File: src/rtl/wb_pkg.sv
`default_nettype none
// +--------------------------------------------------------------------------+
// | wb_pkg : shared constants and writeback entry type for wb_arbiter        |
// | Revision: 1.0                                                            |
// +--------------------------------------------------------------------------+
package wb_pkg;

    localparam int c_ADDRESS_WIDTH = 5;
    localparam int c_DATA_WIDTH    = 32;
    localparam int c_FIFO_DEPTH    = 4;
    localparam int c_STARVE_LIMIT  = 8;

    // Buffered long-latency result; field widths follow the package defaults.
    typedef struct packed {
        logic [c_ADDRESS_WIDTH-1:0] rd;
        logic [c_DATA_WIDTH-1:0]    wd;
    } wb_entry_t;

endpackage
`default_nettype wire

File: src/rtl/wb_fifo.sv
`default_nettype none
// +--------------------------------------------------------------------------+
// | wb_fifo : synchronous FIFO of wb_entry_t, count-based full/empty         |
// | Revision: 1.0                                                            |
// +--------------------------------------------------------------------------+
module wb_fifo
    import wb_pkg::*;
#(
    parameter int DEPTH = c_FIFO_DEPTH
) (
    input  logic      clk,
    input  logic      rst_n,
    input  logic      i_push,
    input  logic      i_pop,
    input  wb_entry_t i_data,
    output wb_entry_t o_head,
    output logic      o_full,
    output logic      o_empty
);

    localparam int c_PTR_W = $clog2(DEPTH);
    localparam int c_CNT_W = $clog2(DEPTH + 1);
    localparam logic [c_CNT_W-1:0] c_FULL_CNT = c_CNT_W'(DEPTH);

    wb_entry_t            r_mem_q [DEPTH];
    logic [c_PTR_W-1:0]   r_wptr_q, w_wptr_d;
    logic [c_PTR_W-1:0]   r_rptr_q, w_rptr_d;
    logic [c_CNT_W-1:0]   r_count_q, w_count_d;
    logic                 w_do_push;
    logic                 w_do_pop;

    assign o_full   = (r_count_q == c_FULL_CNT);
    assign o_empty  = (r_count_q == '0);
    assign o_head   = r_mem_q[r_rptr_q];
    assign w_do_push = i_push && !o_full;
    assign w_do_pop  = i_pop && !o_empty;

    // Pointers wrap naturally because DEPTH is a power of two.
    always_comb begin
        w_wptr_d  = r_wptr_q;
        w_rptr_d  = r_rptr_q;
        w_count_d = r_count_q;
        if (w_do_push) begin
            w_wptr_d = r_wptr_q + c_PTR_W'(1);
        end
        if (w_do_pop) begin
            w_rptr_d = r_rptr_q + c_PTR_W'(1);
        end
        if (w_do_push && !w_do_pop) begin
            w_count_d = r_count_q + c_CNT_W'(1);
        end else if (w_do_pop && !w_do_push) begin
            w_count_d = r_count_q - c_CNT_W'(1);
        end
    end

    always_ff @(posedge clk or negedge rst_n) begin
        if (!rst_n) begin
            r_wptr_q  <= '0;
            r_rptr_q  <= '0;
            r_count_q <= '0;
        end else begin
            r_wptr_q  <= w_wptr_d;
            r_rptr_q  <= w_rptr_d;
            r_count_q <= w_count_d;
        end
    end

    always_ff @(posedge clk) begin
        if (w_do_push) begin
            r_mem_q[r_wptr_q] <= i_data;
        end
    end

endmodule
`default_nettype wire

File: src/rtl/wb_arbiter.sv
`default_nettype none
// +--------------------------------------------------------------------------+
// | wb_arbiter : merges pipeline and long-latency results onto one RF port   |
// | Revision: 1.0                                                            |
// +--------------------------------------------------------------------------+
module wb_arbiter
    import wb_pkg::*;
#(
    parameter int ADDRESS_WIDTH = c_ADDRESS_WIDTH,
    parameter int DATA_WIDTH    = c_DATA_WIDTH,
    parameter int FIFO_DEPTH    = c_FIFO_DEPTH,
    parameter int STARVE_LIMIT  = c_STARVE_LIMIT
) (
    input  logic                     clk,
    input  logic                     rst_n,
    input  logic                     pipe_we,
    input  logic [ADDRESS_WIDTH-1:0] pipe_rd,
    input  logic [DATA_WIDTH-1:0]    pipe_wd,
    output logic                     pipe_stall,
    input  logic                     lsu_valid,
    output logic                     lsu_ready,
    input  logic [ADDRESS_WIDTH-1:0] lsu_rd,
    input  logic [DATA_WIDTH-1:0]    lsu_wd,
    input  logic                     issue_valid,
    input  logic [ADDRESS_WIDTH-1:0] issue_rd,
    input  logic [ADDRESS_WIDTH-1:0] rs1,
    input  logic [ADDRESS_WIDTH-1:0] rs2,
    output logic                     busy_rs1,
    output logic                     busy_rs2,
    output logic                     WE3,
    output logic [ADDRESS_WIDTH-1:0] AD3,
    output logic [DATA_WIDTH-1:0]    WD3
);

    localparam int c_NUM_REGS = 2 ** ADDRESS_WIDTH;
    localparam int c_AGE_W    = $clog2(STARVE_LIMIT + 1);
    localparam logic [c_AGE_W-1:0] c_AGE_MAX = c_AGE_W'(STARVE_LIMIT);

    wb_entry_t                w_lsu_entry;
    wb_entry_t                w_head;
    logic                     w_fifo_full;
    logic                     w_fifo_empty;
    logic                     w_slot_used;
    logic                     w_push;
    logic                     w_pop;

    logic                     r_we3_q, w_we3_d;
    logic [ADDRESS_WIDTH-1:0] r_ad3_q, w_ad3_d;
    logic [DATA_WIDTH-1:0]    r_wd3_q, w_wd3_d;
    logic [c_NUM_REGS-1:0]    r_pending_q, w_pending_d;
    logic [c_AGE_W-1:0]       r_age_q, w_age_d;
    logic                     r_pipe_stall_q, w_pipe_stall_d;

    assign w_lsu_entry = '{rd: lsu_rd, wd: lsu_wd};
    assign w_slot_used = pipe_we && (pipe_rd != '0);
    assign w_pop       = !w_fifo_empty && !w_slot_used;
    // Writes to x0 still complete the handshake but never occupy an entry.
    assign w_push      = lsu_valid && !w_fifo_full && (lsu_rd != '0);

    wb_fifo #(
        .DEPTH (FIFO_DEPTH)
    ) u_fifo (
        .clk     (clk),
        .rst_n   (rst_n),
        .i_push  (w_push),
        .i_pop   (w_pop),
        .i_data  (w_lsu_entry),
        .o_head  (w_head),
        .o_full  (w_fifo_full),
        .o_empty (w_fifo_empty)
    );

    always_comb begin
        w_we3_d = 1'b0;
        w_ad3_d = '0;
        w_wd3_d = '0;
        if (w_slot_used) begin
            w_we3_d = 1'b1;
            w_ad3_d = pipe_rd;
            w_wd3_d = pipe_wd;
        end else if (w_pop) begin
            w_we3_d = 1'b1;
            w_ad3_d = w_head.rd;
            w_wd3_d = w_head.wd;
        end
    end

    // Set after clear so a re-issue in the retiring cycle keeps the bit.
    always_comb begin
        w_pending_d = r_pending_q;
        if (w_pop) begin
            w_pending_d[w_head.rd] = 1'b0;
        end
        if (issue_valid && (issue_rd != '0)) begin
            w_pending_d[issue_rd] = 1'b1;
        end
    end

    // Age saturates so a misbehaving upstream keeps the stall asserted.
    always_comb begin
        w_age_d = r_age_q;
        if (w_fifo_empty || w_pop) begin
            w_age_d = '0;
        end else if (r_age_q != c_AGE_MAX) begin
            w_age_d = r_age_q + c_AGE_W'(1);
        end
        w_pipe_stall_d = (w_age_d == c_AGE_MAX);
    end

    always_ff @(posedge clk or negedge rst_n) begin
        if (!rst_n) begin
            r_we3_q        <= 1'b0;
            r_ad3_q        <= '0;
            r_wd3_q        <= '0;
            r_pending_q    <= '0;
            r_age_q        <= '0;
            r_pipe_stall_q <= 1'b0;
        end else begin
            r_we3_q        <= w_we3_d;
            r_ad3_q        <= w_ad3_d;
            r_wd3_q        <= w_wd3_d;
            r_pending_q    <= w_pending_d;
            r_age_q        <= w_age_d;
            r_pipe_stall_q <= w_pipe_stall_d;
        end
    end

    assign WE3        = r_we3_q;
    assign AD3        = r_ad3_q;
    assign WD3        = r_wd3_q;
    assign pipe_stall = r_pipe_stall_q;
    assign lsu_ready  = !w_fifo_full;
    assign busy_rs1   = r_pending_q[rs1] && (rs1 != '0);
    assign busy_rs2   = r_pending_q[rs2] && (rs2 != '0);

    a_no_pipe_we_in_stall : assert property (@(posedge clk) disable iff (!rst_n)
        !(pipe_we && r_pipe_stall_q))
        else $error("wb_arbiter: pipe_we asserted while pipe_stall is high");

    a_no_reissue_pending : assert property (@(posedge clk) disable iff (!rst_n)
        !(issue_valid && (issue_rd != '0) && r_pending_q[issue_rd]
          && !(w_pop && (w_head.rd == issue_rd))))
        else $error("wb_arbiter: issue to a register that is already pending");

endmodule
`default_nettype wire
File: config.mk
export PLATFORM = sky130hd
export DESIGN_NAME = wb_arbiter
export DESIGN_NICKNAME = d
export VERILOG_FILES = /design/src/rtl/wb_pkg.sv /design/src/rtl/wb_fifo.sv /design/src/rtl/wb_arbiter.sv
export SDC_FILE = /design/constraint.sdc
export NUM_CORES = 1
export LEC_CHECK = 0
export CAP_MARGIN = 10
export CORE_MARGIN = 2
export CORE_UTILIZATION = 50
export DETAILED_ROUTE_END_ITERATION = 8
export DONT_BUFFER_PORTS = 1
export SYNTH_ARGS = -nofsm -noshare
export SYNTH_HDL_FRONTEND = slang
export SYNTH_HIERARCHICAL = 1
export SYNTH_SLANG_ARGS = --single-unit
File: constraint.sdc
create_clock -name clk -period 3.4 [get_ports clk]
set_input_delay 0.68 -clock clk [delete_from_list [all_inputs] [get_ports clk]]
set_output_delay 0.68 -clock clk [all_outputs]
set_load 0.05 [all_outputs]
### Word level (Yosys, flattened, before mapping)

Memory sizes are Yosys's and may differ from the RTL's.
Cells that the tools add are included.

* input port bits: 94
* memories: 1
* bits in registers: 82
* output and inout port bits: 42
* bits in latches: 0
* ROM bits: 0
* word-level logic and storage cells: 75
* bits in writable memories: 148

* shifts and indexed selects: 0
* add/subtract/negate cells: 5
* reduce and logical (&&, ||, !) cells: 26
* multipliers: 0
* equality and inequality tests: 3
* divide/modulo/power cells: 0
* multiplexer cells: 22
* bitwise operators: 3
* order comparisons: 6

Memory list
* u_fifo.r_mem_q: depth 4, bits a word 37, rd ports 1, clocked after memory_dff 0, wr ports 1, RTL line wb_fifo.sv:25 `wb_entry_t r_mem_q [DEPTH];`

Operators by type and width (count)
* 2-to-1 mux 32 bit: 4
* bitwise AND 32 bit: 1
* NOT 32 bit: 1
* OR 32 bit: 1
* nonzero test 5 bit: 5
* less-than comparator 5 x 6 -> 1 bit (second input constant): 4
* logical AND 1 bit: 13
* binary-select mux 1 bit (select 5 bit): 2
* demux 1 bit (select 5 bit): 2
* greater-or-equal comparator 5 x 1 -> 1 bit (second input constant): 2
* 2-to-1 mux 5 bit: 2
* 2-to-1 mux 1 bit: 8
* 2-to-1 mux 4 bit: 2
* 2-to-1 mux 3 bit: 2
* zero test 1 bit: 5
* adder 2 x 1 -> 2 bit (second input constant): 2
* adder 4 x 1 -> 4 bit (second input constant): 1
* equality test 4 bit (second input constant): 1
* inequality test 4 bit (second input constant): 1
* adder 3 x 1 -> 3 bit (second input constant): 1
* equality test 3 bit (second input constant): 1
* zero test 3 bit: 1
* subtractor 3 x 1 -> 3 bit (second input constant): 1
* nonzero test 2 bit: 1
* logical OR 1 bit: 1

### Depth between registers and ports, before layout

Gate-level depths: netlist of run 1.
An unclocked memory read counts as a cell.

* depth in word-level cells: 10
* mapped depth: 12
* gate-level depth less buffers: 10

### By module

The synthesis of run 1 kept the hierarchy.

Modules (own cells, without submodules)
* wb_fifo: sequential area each 4619.4 um^2, instances 1, cells an instance 229, area an instance 5749.3 um^2
* wb_arbiter: sequential area each 1851.8 um^2, instances 1, cells an instance 403, area an instance 3972.6 um^2

### Least setup slack after synthesis of run 1

Ideal clock, no wire load.

* path kind: input port to flip-flop
* from: input port pipe_rd[2]
* to: register u_fifo.r_count_q[1]
* arrival: 2768 ps
* setup slack: 508 ps
* library setup time: 125 ps
* stages: 9
* cells stage by stage: or4_4 > o21a_4 > buf_6 > nor2_1 > nand2_1 > ha_1 > inv_1 > fa_1 > mux2_2

* cells in the longest elaborated chain, start to end: 8

RTL lines
* start: declaration: RTL line wb_arbiter.sv:17 `input logic [ADDRESS_WIDTH-1:0] pipe_rd,`
* nonzero test 5 bit: RTL line wb_arbiter.sv:55 `assign w_slot_used = pipe_we && (pipe_rd != '0);`
* logical AND 1 bit: RTL line wb_arbiter.sv:55
* zero test 1 bit: RTL line wb_arbiter.sv:56 `assign w_pop = !w_fifo_empty && !w_slot_used;`
* logical AND 1 bit: RTL line wb_arbiter.sv:56
* via w_pop: RTL line wb_arbiter.sv:45 `logic w_pop;`
* logical AND 1 bit: RTL line wb_fifo.sv:36 `assign w_do_pop = i_pop && !o_empty;`
* zero test 1 bit: RTL line wb_fifo.sv:49 `if (w_do_push && !w_do_pop) begin`
* logical AND 1 bit: RTL line wb_fifo.sv:49
* 2-to-1 mux 3 bit: RTL line wb_fifo.sv:49
* via u_fifo.w_count_d[1]: RTL line wb_fifo.sv:28 `logic [c_CNT_W-1:0] r_count_q, w_count_d;`
* end signal: assignment: RTL line wb_fifo.sv:64 `r_count_q <= w_count_d;`
* end: declaration: RTL line wb_fifo.sv:28

The timed path passes the listed nets, and every way through them passes these cells.
A chain may end at the register's enable or synchronous reset.

### Worst setup path in the final report of run 1

* from: register r_pending_q[27]
* to: output port busy_rs2

* cells in the longest elaborated chain, start to end: 3

RTL lines
* start: declaration: RTL line wb_arbiter.sv:50 `logic [c_NUM_REGS-1:0] r_pending_q, w_pending_d;`
* start signal: assignment: RTL line wb_arbiter.sv:122 `r_pending_q <= w_pending_d;`
* binary-select mux 1 bit (select 5 bit): RTL line wb_arbiter.sv:134 `assign busy_rs2 = r_pending_q[rs2] && (rs2 != '0);`
* 2-to-1 mux 1 bit (implied by the code): RTL line wb_arbiter.sv:134
* logical AND 1 bit: RTL line wb_arbiter.sv:134
* end: declaration: RTL line wb_arbiter.sv:29 `output logic busy_rs2,`

No other way between the ends. The select of a mux whose other input is x is not followed.

==> out/qor.yml, run 1 <==
worst_setup_path:
  critPathCaptureType: "output pin"
  ff2ff_path_depth: 10
  rr_startpoint: "u_fifo/r_count_q[0]$_DFFE_PN0P_"
  r2r_end: "u_fifo/r_count_q[1]$_DFFE_PN0P_"
  crit_path_max_fanout: 3
  critPathArrivalTime_ns: 2.29
  required_ns: 2.72
  ff2ff_setup_slack_ns: 0.89
  critical_path_class: "reg -> out"
  start_kind: "flop"
cts:
  clock-root-buffer: "clkbuf_16"
  clock_latency_ns: 0.53
  ctsResizeCount: 0
  cts_sinks: 229
  clock_path_buffers: 3
  cts_max_level: 1
  cts_buffers: 25
  cts_tree: "done"
  clk_pin_slew_ns: 0.06
finish:
  nets: 740
  layout.cells.most_common: "edfxtp_1"
  antennaDiodeCount: 0
  layout-drive-gt1-share_pct: 19.48
  layout_common_cells: "edfxtp_1, nand2_1, dfrtp_1"
  area_delta_synth_final_pct: 12.65
logic_synthesis:
  synth-seq-cells: 229
  synthCells: 632
  yosysWarnings: 6
  synth_edf_count: 148
  ys_seq_area_share_pct: 66.56
  synthFlopType: "edfxtp_1"
  synth_area_um2: 9722
  syn_avg_cell_area_um2: 15.38
  ys_async_sr_fraction_pct: 35.37
  ys_types: 46
  syn_nets: 734
hold_path:
  min_path_type: "in -> async"
timing:
  timing.final.max_slew_violations: 0
  finalClockSkew_ns: 0.01561
  setup_slack_ns: 0.4337
  tns_ns: 0
  finalSetupViolations: 0
  fin_crit_sh_pct: 87.24
  max_freq_mhz: 337.1
  rsz0062_at_grt: "no"
  fin_crit_ns: 2.966
  slew_headroom_pct: 29.79
  hold_viol_final: 0
  worst_pin_slew_ns: 1.049
power_and_ir_drop:
  combPwrFrac_pct: 24.3
  swShare_pct: 33.63
  clock_power_share_pct: 29.1
  power_density_nw_per_um2: 934.9
  seqPwrFrac_pct: 46.7
  irDropWorstVdd_v: 0.0004165
  totalPowerFinal_w: 0.01024
  switchingPower_w: 0.003443
  intPower_w: 0.006796
  p_leak_nw: 3.975
routing:
  ant_nets: 0
  routed_wl_mm: 20.63
  drtPass1Iterations: 4
  via_count: 5409
  remaining_drc_errors: 0
  drt_iter0_drc: 363
  vias_per_cell: 5.867
  routedWlPerCell_um: 22.38
floorplan:
  top_level_ports: 136
  start_util_pct: 50.45
  die_w_um: 143.4
  coreArea_um2: 19270
  rows: 51
  die_h_um: 143.4
  die_area_um2: 20580
global_route:
  grt_max_degree: 82
  grtUsageTotal_pct: 20.33
  antenna_found_initial: 0
  gr-total-overflow: 0
  grt_pass1_wl_mm: 31.75
  grt_pass1_vias: 5660
placement:
  io_buffers: 0
  gp_congestion: 0.7918
  place_worst_setup_slack_ns: 0.6260
  dpl.hpwl_mm: 13.18
run_status:
  status: "finished, final reports clean"
flow_run:
  drv_cap: 0
## through the flow
step | hold slack, ns | cells | util, % | area (um2)
after CTS | 0.06536 | 922 | 56.83 | 10950
after global placement | 0.3870 | 875 | 51.87 | 9996
final | 0.04382 | 922 | 56.83 | 10950
after global routing | 0.07792 | 922 | 56.83 | 10950
after floorplan | 0.3844 | 632 | - | 9722
after detailed placement | 0.3876 | 875 | 51.87 | 9996
## flip-flops by register name (all words and copies together) (netlist names)
signal,count
r_pending_q,31
u_fifo/r_mem_q,148
u_fifo/r_wptr_q,2
r_age_q,4
WE3,1
u_fifo/r_rptr_q,2
pipe_stall,1
WD3,32
AD3,5
u_fifo/r_count_q,3
## worst max-delay path: stages, from the launching register on
cell	delay [ns]
dfrtp_1	0.41
mux4_2	0.48
o22a_1	0.20
a22oi_1	0.21
o211ai_1	0.47
## cells in the mapped netlist, drive strengths merged (2+ instances only)
master / instances / share of area, %
buf: 18 / 1.3
nand3b: 40 / 3.1
a2111oi: 2 / 0.18
ha: 7 / 0.90
o21ai: 32 / 1.7
nor2: 12 / 0.46
or3: 4 / 0.26
a22o: 2 / 0.18
clkbuf: 23 / 0.89
nor2b: 9 / 0.58
o41ai: 31 / 3.1
a22oi: 4 / 0.31
a211oi: 3 / 0.23
inv: 7 / 0.27
nand3: 11 / 0.57
edfxtp: 148 / 46
nor3b: 2 / 0.21
o22a: 2 / 0.18
xnor2: 5 / 0.45
o211ai: 2 / 0.15
mux2: 4 / 0.46
o31ai: 3 / 0.23
mux4: 43 / 10
or3b: 3 / 0.27
xor2: 3 / 0.27
nand4b: 2 / 0.18
a21oi: 4 / 0.21
nand2: 84 / 3.2
mux2i: 16 / 1.6
nand2b: 12 / 0.77
nor3: 2 / 0.10
dfrtp: 81 / 21
and2: 4 / 0.26
## how the worst max path moves through the flow
stage,from,to,slack (ns),cells past startpoint
after floorplan,pipe_rd[2],u_fifo/r_count_q[1]$_DFFE_PN0P_,0.51,9
after global placement,pipe_rd[2],u_fifo/r_count_q[1]$_DFFE_PN0P_,0.65,8
after detailed placement,pipe_rd[2],u_fifo/r_count_q[1]$_DFFE_PN0P_,0.63,8
after CTS,r_pending_q[27]$_DFF_PN0_,busy_rs1,0.39,4
after global routing,r_pending_q[27]$_DFF_PN0_,busy_rs1,0.34,4
final,r_pending_q[27]$_DFF_PN0_,busy_rs2,0.43,4
## power by group through the flow
stage	clock, W	combinational, W	sequential [W]
6_report	0.00298	0.00248	0.00478
4_1_cts	0.00304	0.00252	0.00479
5_1_grt	0.00315	0.00273	0.00487
2_1_floorplan	0	0.00202	0.00462
3_3_place_gp	0	0.00243	0.00482
3_5_place_dp	0	0.00249	0.00484
## repair_timing
item,in CTS,in global routing
endpoints found under the hold margin,81,0
setup buffers,0,0
hold buffers,1,0
## routing by layer
layer	share of wire, %	global-route usage (%)	vias to the layer above
li1	-	-	2444
met4	2.5	6.656	0
met2	49	32.93	179
met5	0	0	-
met3	7.4	5.132	37
met1	41	27.15	2749
## logic make-up (layout without fill, tap and decap cells)
kind of cell | after synthesis | count (layout) | share of synthesized area [%]
AO/OA/AOI/OAI | 87 | 87 | 6.718
XOR/XNOR | 8 | 8 | 0.7207
adder cells (fa/ha/maj) | 8 | 8 | 1.107
buffers and inverters | 48 | 73 | 2.484
flip-flops | 229 | 229 | 66.56
multiplexers | 63 | 63 | 12.07
AND/OR/NAND/NOR | 189 | 189 | 10.33
## area by class of cell
type / instances / area, um2
sequential: 229 / 6474
inverter: 7 / 26.28
timing repair buffer: 20 / 170.2
tap: 265 / 331.6
clock inverter: 15 / 240.2
clock buffer: 31 / 688.2
fill: 1552 / 8319
multi-input combinational: 355 / 3022
No activity file was read; power rests on OpenSTA's default activity.
==> run 2, diff against run 1 <==
SYNTH_HIERARCHICAL = not set   (was 1)
==> run 2 against run 1 <==
Via count is 1.1% lower; critical endpoint is now busy_rs1; routed wire length shrank 0.22%; combinational power is 2% lower; worst hold slack improved by 0.032 ns; largest cell class unchanged; clock skew rose by 0.0029 ns.
==> out/qor.yml, run 2 <==
power_and_ir_drop:
  p_leak_nw: 3.875
  irDropWorstVdd_v: 0.0005507
  clock_power_share_pct: 26.1
  power_density_nw_per_um2: 916.7
  switchingPower_w: 0.003368
  swShare_pct: 34.67
  intPower_w: 0.006347
  seqPwrFrac_pct: 49.0
  combPwrFrac_pct: 24.9
timing:
  fin_crit_ns: 3.062
  finalClockSkew_ns: 0.01853
  hold_viol_final: 0
  worst_pin_slew_ns: 1.075
  timing.final.max_slew_violations: 0
  tns_ns: 0
  setup_slack_ns: 0.3376
  fin_crit_sh_pct: 90.07
  rsz0062_at_grt: "no"
  max_freq_mhz: 326.5
  finalSetupViolations: 0
  slew_headroom_pct: 28.34
logic_synthesis:
  synthFlopType: "edfxtp_1"
  synth_top_area_share_pct: 46.38
  ys_async_sr_fraction_pct: 35.65
  ys_types: 49
  yosys.area.top_type: "edfxtp_1"
  synth-seq-cells: 230
  ys_top_cells_by_area: "edfxtp_1, dfrtp_1, mux4_2"
  yosysWarnings: 0
  synth_most_common_cell: "edfxtp_1"
  synthTopCellsByCount: "edfxtp_1, dfrtp_1, nand2_1"
  syn_avg_cell_area_um2: 15.26
  ys_seq_area_share_pct: 67.79
  syn_nets: 730
  synth_area_um2: 9583
  synthCells: 628
  synth_edf_count: 148
finish:
  antennaDiodeCount: 0
  layout-drive-gt1-share_pct: 17.87
  register_area_um2: 6499
  layout.cells.most_common: "edfxtp_1"
  layout_common_cells: "edfxtp_1, dfrtp_1, nand2_1"
  nets: 733
  largest_register_ffs: 148
  multiInputGateArea_um2: 2925
  fillCellCount: 1489
  top_register: "u_fifo.r_mem_q"
  area_delta_synth_final_pct: 10.59
worst_setup_path:
  slowest_delay_ns: 0.78
  crit_path_max_fanout: 3
  ff2ff_setup_slack_ns: 1.00
  critical_path_class: "reg -> out"
  rr_startpoint: "u_fifo.r_count_q[0]$_DFFE_PN0P_"
  ff2ff_path_depth: 9
  crit_path_cell_trace: "mux4_2 > mux2i_1 > nor3b_1 > or4_1"
  cp-startpoint: "r_pending_q[23]$_DFF_PN0_"
  critPathArrivalTime_ns: 2.38
  critPathSlowestCell: "or4_1"
  critPathCaptureType: "output pin"
  required_ns: 2.72
  start_kind: "flop"
  r2r_end: "u_fifo.r_count_q[2]$_DFFE_PN0P_"
  endpoint: "busy_rs1"
global_route:
  antenna_found_initial: 0
  grt_pass1_wl_mm: 32.33
  grt_max_degree: 83
  gr-total-overflow: 0
  grtUsageTotal_pct: 20.93
  grt_pass1_vias: 5742
floorplan:
  start_util_pct: 51.06
  rows: 50
  coreArea_um2: 18770
  top_level_ports: 136
  die_w_um: 142.4
  die_h_um: 142.4
  die_area_um2: 20290
cts:
  clock_latency_ns: 0.52
  clock-root-buffer: "clkbuf_16"
  post_cts.repair.setup_buffers: 0
  cts_max_level: 1
  cts_sinks: 230
  cts_buffers: 24
  cts_tree: "done"
  clock_path_buffers: 3
  clk_pin_slew_ns: 0.06
routing:
  routedWlPerCell_um: 23.31
  vias_per_cell: 6.058
  wl_met3_mm: 1.366
  top_layer: "met4"
  drtPass1Iterations: 5
  routed_wl_mm: 20.59
  wl_met1_mm: 8.643
  remaining_drc_errors: 0
  ant_nets: 0
  wl_met2_mm: 10.15
  via_count: 5349
  drt_iter0_drc: 278
flow_run:
  drv_cap: 0
placement:
  place_worst_setup_slack_ns: 0.5667
  dpl.hpwl_mm: 12.80
  gp_congestion: 0.8545
  io_buffers: 0
hold_path:
  min_path_type: "in -> async"
run_status:
  status: "finished, final reports clean"
-- run 2: per-stage QoR --
stage	cells	hold slack (ns)	instance area, um2	util [%]	power, W
floorplan	628	0.3844	9583	-	0.006579
global placement	838	0.3868	9796	52.19	0.007156
detailed placement	838	0.3867	9796	52.19	0.007242
CTS	883	0.08332	10600	56.47	0.009827
global route	883	0.09411	10600	56.47	0.01022
finish	883	0.07561	10600	56.47	0.009715
-- run 2: cells by family after synthesis --
kind of cell    after synthesis  synth area share, %
flops                       230                67.79
fa+ha+maj                     8                1.123
simple gates                227                11.29
mux                          63                13.50
compound gates               54                3.799
buf+inv                      38                1.763
xor+xnor                      8               0.7312
-- run 2: worst min-delay path by stage --
stage,from,endpoint,slack [ns],cells after the start
after floorplan,rst_n,AD3[0]$_DFF_PN0_,0.38,0
after global placement,rst_n,r_pending_q[0]$_DFF_PN0_,0.39,0
after detailed placement,rst_n,r_pending_q[0]$_DFF_PN0_,0.39,0
after CTS,rst_n,r_pending_q[25]$_DFF_PN0_,0.08,1
after global routing,rst_n,r_pending_q[23]$_DFF_PN0_,0.09,1
final,rst_n,r_pending_q[19]$_DFF_PN0_,0.08,1
-- run 2: critical path, delay by kind of cell (launching register included) --
family	cells	cell delay, ns
simple gates	2	0.84
mux	2	0.63
flops	1	0.40
-- run 2: power groups by stage --
stage	clock, W	sequential (W)	combinational [W]
global placement	0	0.00480	0.00236
floorplan	0	0.00460	0.00198
detailed placement	0	0.00482	0.00242
CTS	0.00260	0.00478	0.00245
finish	0.00253	0.00477	0.00242
global route	0.00272	0.00485	0.00266
-- run 2: layout make-up --
cell class | count | area share [%]
multi-input combinational | 360 | 27.60
clock inverter | 12 | 1.169
tap | 234 | 2.763
timing repair buffer | 8 | 0.7556
sequential | 230 | 61.32
clock buffer | 32 | 6.139
inverter | 7 | 0.2479
-- run 2: routing by layer --
| layer | up-vias | track usage (%) |
|---|---|---|
| met5 | - | 0 |
| met4 | 0 | 5.784 |
| met3 | 34 | 5.720 |
| met2 | 171 | 34.08 |
| met1 | 2764 | 28.09 |
| li1 | 2380 | - |
-- run 2: timing repair --
| item | 4_1_cts | 5_1_grt |
|---|---|---|
| gates resized for setup | 0 | 0 |
| hold buffers | 1 | 0 |
| endpoints found under the hold margin | 82 | 0 |
==> run 3, diff against run 2 <==
CORE_UTILIZATION = 45   (was 50)
==> run 3 against run 2 <==
Final cell count increased by 4.9%; total power increased by 1.3%; highest routed layer unchanged; non-clock buffer count increased by 2; critical endpoint unchanged; via count increased by 0.43%; sequential share of layout area decreased by 0.70 points; die area increased by 11%; global-route usage decreased by 2.4 points; sequential power decreased by 0.8%; count of clock-buffer cells in the layout increased by 3; design area increased by 1.2%.
==> out/qor.yml, run 3 (same netlist as run 2, synthesis figures left out) <==
finish:
  top_register: "u_fifo.r_mem_q"
  largest_register_ffs: 148
  antennaDiodeCount: 0
  nets: 735
  area_delta_synth_final_pct: 11.87
  layout_common_cells: "edfxtp_1, dfrtp_1, nand2_1"
  layout-drive-gt1-share_pct: 18.43
  instances_no_fill: 926
  layout.cells.most_common: "edfxtp_1"
routing:
  remaining_drc_errors: 0
  vias_per_cell: 5.801
  ant_nets: 0
  via_count: 5372
  drt_iter0_drc: 360
  routedWlPerCell_um: 22.22
  drtPass1Iterations: 4
  routed_wl_mm: 20.58
floorplan:
  top_level_ports: 136
  die_w_um: 149.9
  die_area_um2: 22480
  die_h_um: 149.9
  rows: 53
  start_util_pct: 45.73
  coreArea_um2: 20960
placement:
  placedCellCount: 881
  gp_congestion: 0.8491
  io_buffers: 0
  dpl.hpwl_mm: 13.13
cts:
  clk_pin_slew_ns: 0.06
  cts_max_level: 1
  cts_buffers: 24
  cts_sinks: 230
  post_cts.repair.setup_buffers: 0
  clock_latency_ns: 0.51
  cts_tree: "done"
  clock_path_buffers: 3
  clock-root-buffer: "clkbuf_16"
global_route:
  grt_max_degree: 83
  grt_pass1_wl_mm: 31.80
  grtUsageTotal_pct: 18.54
  grt_pass1_vias: 5712
  antenna_found_initial: 0
  gr-total-overflow: 0
worst_setup_path:
  start_kind: "flop"
  critical_path_class: "reg -> out"
  rr_startpoint: "u_fifo.r_count_q[0]$_DFFE_PN0P_"
  crit_path_max_fanout: 3
  cp-startpoint: "r_pending_q[23]$_DFF_PN0_"
  required_ns: 2.72
  ff2ff_setup_slack_ns: 0.96
  critPathCaptureType: "output pin"
  critPathArrivalTime_ns: 2.39
  ff2ff_path_depth: 9
  r2r_end: "u_fifo.r_count_q[2]$_DFFE_PN0P_"
timing:
  tns_ns: 0
  worst_hold_slack_ns: 0.05307
  rsz0062_at_grt: "no"
  finalClockSkew_ns: 0.008406
  fin_crit_ns: 3.072
  slew_headroom_pct: 46.90
  fin_crit_sh_pct: 90.36
  worst_pin_slew_ns: 0.7964
  timing.final.max_slew_violations: 0
  max_freq_mhz: 325.5
  hold_viol_final: 0
  finalSetupViolations: 0
run_status:
  status: "finished, final reports clean"
power_and_ir_drop:
  totalPowerFinal_w: 0.009841
  p_leak_nw: 3.921
  power_density_nw_per_um2: 918.0
  irDropWorstVdd_v: 0.0005503
flow_run:
  drv_cap: 0
hold_path:
  min_path_type: "in -> async"
==> run 3: layout make-up <==
type                       instances  area, um2
clock inverter                     9      105.1
clock buffer                      35      713.2
fill                            1771      10230
tap                              275      344.1
multi-input combinational        360       2925
sequential                       230       6499
timing repair buffer              10      107.6
inverter                           7      26.28
==> run 3: what timing repair did <==
action / 4_1_cts / 5_1_grt
resized for setup: 0 / 0
hold endpoints to repair: 82 / 0
hold buffers: 1 / 0
setup endpoints to repair: 0 / 0
==> run 3: power by group <==
part,leakage [nW],internal [W],switching (W)
sequential,2.35,0.00376,0.000969
clock,0.406,0.00161,0.00103
combinational,1.17,0.00109,0.00138
total,3.92,0.00646,0.00338
==> run 3: worst max path at each step <==
stage	to	slack, ns
floorplan	busy_rs2	0.39
global placement	busy_rs1	0.57
detailed placement	busy_rs1	0.56
CTS	busy_rs1	0.29
global route	busy_rs1	0.25
finish	busy_rs1	0.33
==> run 3: worst max-delay path, stage by stage (launching register included) <==
cell	delay, ns
dfrtp_1	0.41
mux4_2	0.47
mux2i_1	0.15
nor3b_1	0.07
or4_1	0.78
==> run 3: metal layers <==
| metal | global-route usage, % | up-vias | wire (um) |
|---|---|---|---|
| met5 | 0 | - | 0 |
| met4 | 3.821 | 0 | 266 |
| met3 | 5.183 | 23 | 1714 |
| met2 | 31.62 | 206 | 10400 |
| met1 | 23.91 | 2757 | 8190 |
| li1 | - | 2386 | - |
==> run 3: metrics by stage <==
stage                     setup slack (ns)  area, um2  util, %
after floorplan                     0.3910       9583        -
after global placement              0.5654       9874    47.12
after detailed placement            0.5597       9874    47.12
after CTS                           0.2925      10720    51.16
after global routing                0.2465      10720    51.16
final                               0.3278      10720    51.16
